**src/rtl/util_spi_trans_pkg.sv**
```systemverilog
// Shared idle levels and select-decode helper for the SPI bus splitter.
package util_spi_trans_pkg;

  localparam logic        CS_IDLE    = 1'b1;
  localparam logic        MOSI_IDLE  = 1'b0;
  localparam int unsigned MAX_SLAVES = 32;
  localparam logic [5:0]  NO_SLAVE   = 6'd32;

  // Returns the lowest index whose active-low select is 0, or NO_SLAVE.
  function automatic logic [5:0] lowest_sel(input logic [MAX_SLAVES-1:0] cs_n);
    logic [5:0] idx;
    idx = NO_SLAVE;
    for (int i = MAX_SLAVES - 1; i >= 0; i--) begin
      if (!cs_n[i]) idx = 6'(i);
    end
    return idx;
  endfunction

endpackage

```
**src/rtl/util_spi_trans_lane.sv**
```systemverilog
// One slave bus: passes chip select through and gates SCLK/MOSI to idle when deselected.
module util_spi_trans_lane
  import util_spi_trans_pkg::*;
#(
  parameter logic CPOL = 1'b0
) (
  input  logic run,
  input  logic cs_eff,
  input  logic m_clk,
  input  logic m_mosi,
  output logic cs,
  output logic sclk,
  output logic mosi
);

  logic sel;

  always_comb begin
    sel  = run & ~cs_eff;
    cs   = run ? cs_eff : CS_IDLE;
    sclk = sel ? m_clk : CPOL;
    mosi = sel ? m_mosi : MOSI_IDLE;
  end

endmodule

```
**src/rtl/util_spi_trans.sv**
```systemverilog
// SPI master-to-multi-slave splitter with select-conflict detection.
// Define UTIL_SPI_TRANS_OUTPUT_REG_EN to register cs/sclk/mosi/spi_miso_i (1-cycle latency).
module util_spi_trans
  import util_spi_trans_pkg::*;
#(
  parameter int   SLAVE_NUM = 4,
  parameter logic CPOL      = 1'b0
) (
  input  logic                 clk,
  input  logic                 rstn,
  input  logic                 spi_mosi_o,
  input  logic                 spi_mosi_t,
  output logic                 spi_mosi_i,
  input  logic                 spi_miso_o,
  input  logic                 spi_miso_t,
  output logic                 spi_miso_i,
  input  logic                 spi_clk_o,
  input  logic                 spi_clk_t,
  output logic                 spi_clk_i,
  input  logic [SLAVE_NUM-1:0] spi_cs_o,
  input  logic                 spi_cs_t,
  output logic [SLAVE_NUM-1:0] spi_cs_i,
  output logic [SLAVE_NUM-1:0] cs,
  output logic [SLAVE_NUM-1:0] sclk,
  output logic [SLAVE_NUM-1:0] mosi,
  input  logic [SLAVE_NUM-1:0] miso,
  output logic                 cs_conflict
);

  logic [SLAVE_NUM-1:0]  cs_eff;
  logic [SLAVE_NUM-1:0]  lane_cs;
  logic [SLAVE_NUM-1:0]  lane_sclk;
  logic [SLAVE_NUM-1:0]  lane_mosi;
  logic [MAX_SLAVES-1:0] cs_pad;
  logic [5:0]            sel_idx;
  logic                  m_clk;
  logic                  m_mosi;
  logic                  miso_sel;
  logic                  run;
  logic                  sel_seen;
  logic                  cs_conflict_d;
  logic                  cs_conflict_q;
  logic                  unused_miso;

  assign unused_miso = spi_miso_o ^ spi_miso_t;

  assign cs_eff = spi_cs_t ? {SLAVE_NUM{1'b1}} : spi_cs_o;
  assign m_clk  = spi_clk_t ? CPOL : spi_clk_o;
  assign m_mosi = spi_mosi_t ? 1'b0 : spi_mosi_o;

`ifdef UTIL_SPI_TRANS_OUTPUT_REG_EN
  // The output registers carry the reset gating, so the lanes always route.
  assign run = 1'b1;
`else
  // Clears asynchronously with rstn and re-arms on the first clk edge after release.
  logic run_d;
  logic run_q;

  always_comb begin
    run_d = 1'b1;
  end

  always_ff @(posedge clk or negedge rstn) begin
    if (!rstn) run_q <= 1'b0;
    else       run_q <= run_d;
  end

  assign run = run_q;
`endif

  generate
    for (genvar gi = 0; gi < SLAVE_NUM; gi++) begin : g_lane
      util_spi_trans_lane #(
        .CPOL (CPOL)
      ) u_lane (
        .run    (run),
        .cs_eff (cs_eff[gi]),
        .m_clk  (m_clk),
        .m_mosi (m_mosi),
        .cs     (lane_cs[gi]),
        .sclk   (lane_sclk[gi]),
        .mosi   (lane_mosi[gi])
      );
    end
  endgenerate

  // Read-back uses the gated selects so a reset also silences MISO.
  always_comb begin
    cs_pad                  = {MAX_SLAVES{1'b1}};
    cs_pad[SLAVE_NUM-1:0]   = lane_cs;
    sel_idx                 = lowest_sel(cs_pad);
    miso_sel                = 1'b0;
    for (int k = 0; k < SLAVE_NUM; k++) begin
      if (sel_idx == 6'(k)) miso_sel = miso[k];
    end
  end

  always_comb begin
    sel_seen      = 1'b0;
    cs_conflict_d = 1'b0;
    for (int k = 0; k < SLAVE_NUM; k++) begin
      if (!cs_eff[k]) begin
        if (sel_seen) cs_conflict_d = 1'b1;
        sel_seen = 1'b1;
      end
    end
  end

  always_ff @(posedge clk or negedge rstn) begin
    if (!rstn) cs_conflict_q <= 1'b0;
    else       cs_conflict_q <= cs_conflict_d;
  end

  assign cs_conflict = cs_conflict_q;

`ifdef UTIL_SPI_TRANS_OUTPUT_REG_EN
  logic [SLAVE_NUM-1:0] cs_d, cs_q;
  logic [SLAVE_NUM-1:0] sclk_d, sclk_q;
  logic [SLAVE_NUM-1:0] mosi_d, mosi_q;
  logic                 miso_i_d, miso_i_q;

  always_comb begin
    cs_d     = lane_cs;
    sclk_d   = lane_sclk;
    mosi_d   = lane_mosi;
    miso_i_d = miso_sel;
  end

  always_ff @(posedge clk or negedge rstn) begin
    if (!rstn) begin
      cs_q     <= {SLAVE_NUM{CS_IDLE}};
      sclk_q   <= {SLAVE_NUM{CPOL}};
      mosi_q   <= {SLAVE_NUM{MOSI_IDLE}};
      miso_i_q <= 1'b0;
    end else begin
      cs_q     <= cs_d;
      sclk_q   <= sclk_d;
      mosi_q   <= mosi_d;
      miso_i_q <= miso_i_d;
    end
  end

  assign cs         = cs_q;
  assign sclk       = sclk_q;
  assign mosi       = mosi_q;
  assign spi_miso_i = miso_i_q;
`else
  assign cs         = lane_cs;
  assign sclk       = lane_sclk;
  assign mosi       = lane_mosi;
  assign spi_miso_i = miso_sel;
`endif

  assign spi_cs_i   = cs;
  assign spi_clk_i  = m_clk;
  assign spi_mosi_i = m_mosi;

endmodule

```
**config.mk**
```make
export PLATFORM = sky130hd
export DESIGN_NAME = util_spi_trans
export DESIGN_NICKNAME = d
export VERILOG_FILES = /design/src/rtl/util_spi_trans_pkg.sv /design/src/rtl/util_spi_trans_lane.sv /design/src/rtl/util_spi_trans.sv
export SDC_FILE = /design/constraint.sdc
export NUM_CORES = 1
export LEC_CHECK = 0
export BUFFER_PORTS_ARGS = -buffer_cell sky130_fd_sc_hd__buf_2
export CAP_MARGIN = 5
export CORE_AREA = 2 2 39 41
export CTS_BUF_LIST = sky130_fd_sc_hd__clkbuf_4 sky130_fd_sc_hd__clkbuf_8 sky130_fd_sc_hd__clkbuf_16
export CTS_CLUSTER_DIAMETER = 200
export DETAILED_ROUTE_END_ITERATION = 7
export DIE_AREA = 0 0 41 43
export SLEW_MARGIN = 20
export SYNTH_ARGS = -nofsm -noshare
export SYNTH_HDL_FRONTEND = slang
export SYNTH_HIERARCHICAL = 1
export SYNTH_SLANG_ARGS = --single-unit
```
**constraint.sdc**
```tcl
create_clock -name clk -period 1.18 [get_ports clk]
set_input_delay 0.059 -clock clk [delete_from_list [all_inputs] [get_ports clk]]
set_output_delay 0.059 -clock clk [all_outputs]
set_load 0.1 [all_outputs]
```
==> results.md <==
- H-tree lvl count: 1
- Vias in the first global route: 438
- Internal power contribution: 0.000393 W
- Syn nets: 51
- Area after detailed placement: 850 um2
- CTS root buffer: sky130_fd_sc_hd__clkbuf_4
- CP Buf/Inv Count: 2
- Non-filler cells in the finished layout: 99
- Number of nets in the layout: 101
- Achievable frequency: 0.681 GHz
- TritonCTS clock tree: built
- Startpoint types: register
- Number of input and output port buffers inserted: 34
- Post-Route WL: about 1100 um
- GR Util met2: 29.1%
- Power dissipated by switching net loads: 0.000314 W
- Min-delay worst type: input pin to async pin
- Overall via count from detail_route: 414
- Prevailing post-synth register cell: sky130_fd_sc_hd__dfrtp_1
- Avg Synthesized Cell Area: 8.32 um2
- Lkg Pwr: 0.501 nW
- Antenna violations before repair: 0
- Number of clock sinks seen by CTS: 2
- Crit path top cell by count: sky130_fd_sc_hd__buf_12
- Cell variety after synth: 16
- Clock power frac: 28.9%
- Clk buf depth: 2
- Share of the clock period used by the worst path after layout: 124%
- Largest cells by area after synthesis: sky130_fd_sc_hd__and3b_1 25%, sky130_fd_sc_hd__dfrtp_1 18%, sky130_fd_sc_hd__buf_4 11%
- Result of the run: finished with violations
- Final max-slew violation count: 0
- Final Instance Area: around 950 um2
- Met1 capacity usage during global routing: 14.1%
- Fraction of final layout cells sized beyond drive strength 1: 90.4%
- Total congestion overflow after global routing: 0
- Slowest cell on crit path: sky130_fd_sc_hd__dfrtp_2
- Worst supply voltage drop on vdd: 0.000501 V
- Switching fraction of total power: 44.4%
- Critical path fanouts, max: 5
- Clock transition time at the flip-flop clock pins of the worst setup and hold paths: 40 ps
- Post-route ant nets: 0
- Share of Yosys cell area claimed by the top area cell type: between 20% and 30%
- DR vias/cell: approximately 4.2
- Post-Place Cells: 90
- Unrepaired setup endpoints after global routing: yes
- Chain of cells forming the critical path: buf_12 -> nand2b_4 -> o2111ai_2 -> o211a_4 -> buf_12
- Power share of the sequential group: 11.2%
- Horiz. Die Dim: just over 40 um
- Most frequent cells after synthesis: 8 x sky130_fd_sc_hd__and3b_1, 4 x sky130_fd_sc_hd__buf_4, 4 x sky130_fd_sc_hd__nand2b_1, 4 x sky130_fd_sc_hd__or2_2
- Grt peak-use layer: met2
- Total count of hold-check failures in the final report: 0
- Sequential-to-total area share from yosys stat: 17.7%
- Row Count: 14
- Count of yosys warnings during synthesis: 6
- Layout overhead on the synthesized area: 235%
- Netlist Area Pre-Place: between 200 and 300 um2
- Wire length of the first global-routing pass: between 1500 and 2000 um
- Worst Setup End Kind: primary output
- Iteration count of the initial detailed-routing pass: 1
- Number of antenna diodes: 0
- Most frequently used cell type in the post-synthesis netlist: sky130_fd_sc_hd__and3b_1
- Routability-driven placement congestion ratio: ~0.65
- Core region area: 0.00138 mm2
- Starting Density: 20.4%
- CP top delay family: flip-flops
- Num ports: 37
- Post-layout minimum cycle time: approximately 1500 ps
- Required @ worst endpoint: 1120 ps
- Total Die Area: 0.00176 mm2
- DPL Wire Length: 889 um
- Instance count of the mapped netlist: 34
- Setup TNS: -2370 ps
- Global-route usage over all layers: about 15%
- Async S/R FF share, synth: 100%
- Violated checks: setup timing
- Post-route DRC violation count: 0
- Library cell with the largest summed area after synthesis: sky130_fd_sc_hd__and3b_1
- Final count of negative-setup-slack endpoints: 13
- Post-DR wirelength/cell: 11.4 um
- Final worst setup slack: -289 ps
- Floorplan die height: 43 um
- Synth Register Bits: 2
- Type of the worst setup path: register to primary output
- Fill cell instance count of the final layout: 113
- Launching element of the worst setup path: run
- Count of routing violations after the opening detailed-route iteration: 0
- Combinational fraction of design power: around three fifths
- TritonCTS buffer count: 3
- Worst stage delay on the critical path: 470 ps
- Number of maximum-capacitance constraint violations: 0
- Ratio of total power to cell area: 747 mW/mm2
- Crit path arrival time: 1410 ps
- Number of synthesized flops with an enable pin: 0
- Met3 capacity usage during global routing: 2.09%
- Final core area utilization: between 60 and 70%
- Largest net degree at the start of global routing: 8
==> sequential cells by signal, indices dropped and copies added (netlist names) <==
signal	cells
cs_conflict	1
run	1
==> layer usage <==
layer  part of all wire, %  up-vias
met5                     0        -
met4                   1.8        0
met3                   8.9        2
met2                    57       25
met1                    32      176
li1                      -      211
==> layout by cell type (no fill, tap or decap) <==
master                           n
sky130_fd_sc_hd__buf_12         18
sky130_fd_sc_hd__buf_2          17
sky130_fd_sc_hd__and3b_2         8
sky130_fd_sc_hd__buf_4           7
sky130_fd_sc_hd__buf_6           5
sky130_fd_sc_hd__or2_2           4
sky130_fd_sc_hd__clkbuf_4        4
sky130_fd_sc_hd__nand2b_4        4
sky130_fd_sc_hd__nor2b_4         2
sky130_fd_sc_hd__dlygate4sd3_1   2
sky130_fd_sc_hd__maj3_2          1
sky130_fd_sc_hd__a31o_2          1
sky130_fd_sc_hd__a21oi_2         1
sky130_fd_sc_hd__inv_1           1
sky130_fd_sc_hd__nand3b_1        1
sky130_fd_sc_hd__o2111ai_2       1
sky130_fd_sc_hd__nor2_1          1
sky130_fd_sc_hd__nand2_1         1
sky130_fd_sc_hd__o211a_4         1
sky130_fd_sc_hd__dfrtp_1         1
sky130_fd_sc_hd__dfrtp_2         1
sky130_fd_sc_hd__conb_1          1
==> cell families after synthesis <==
family | count (synthesis) | synth area share (%)
DFF | 2 | 17.7
adders and majority gates | 1 | 3.98
other | 1 | 1.33
and+or+nand+nor | 21 | 52.2
buffers and inverters | 5 | 11.9
AOI/OAI and AO/OA | 4 | 12.8
==> repair_timing <==
action / 4_1_cts / 5_1_grt
setup buffers: 2 / 5
hold buffers: 2 / 0
pin swaps: 1 / 3
resized for setup: 5 / 3
setup endpoints to repair: 17 / 17
hold endpoints to repair: 3 / 0
==> worst paths after layout <==
kind                          endpoint  slack [ps]  cells past startpoint
max                         spi_miso_i        -290                      5
min                                run         140                      2
max in group asynchronous  cs_conflict         930                      2
min in group clk           cs_conflict         160                      3
==> final cells by class <==
cell class	count	area [um2]	area share, %
Clock buffer	4	30.0	3.17
Inverter	1	3.75	0.396
Multi-Input combinational cell	27	268	28.3
Sequential cell	2	51.3	5.42
Tap cell	16	20.0	2.11
Timing Repair Buffer	49	574	60.6
==> power groups by stage <==
| stage | registers (W) | clock network [W] | logic (W) |
|---|---|---|---|
| floorplan | 0.000101 | 0 | 0.000233 |
| global placement | 0.0000806 | 0 | 0.000399 |
| detailed placement | 0.0000809 | 0 | 0.000403 |
| CTS | 0.0000800 | 0.000213 | 0.000418 |
| global route | 0.0000798 | 0.000225 | 0.000440 |
| finish | 0.0000794 | 0.000205 | 0.000423 |
==> per-stage QoR <==
stage                     hold WS [ps]  worst slack (ps)  total power [W]
after floorplan                   -237              -350         0.000334
after global placement            -155              -125         0.000480
after detailed placement          -152              -139         0.000483
after CTS                          124              -303         0.000711
after global routing               144              -334         0.000745
final                              137              -289         0.000707
Note: power is estimated with default switching activity, not from simulation.
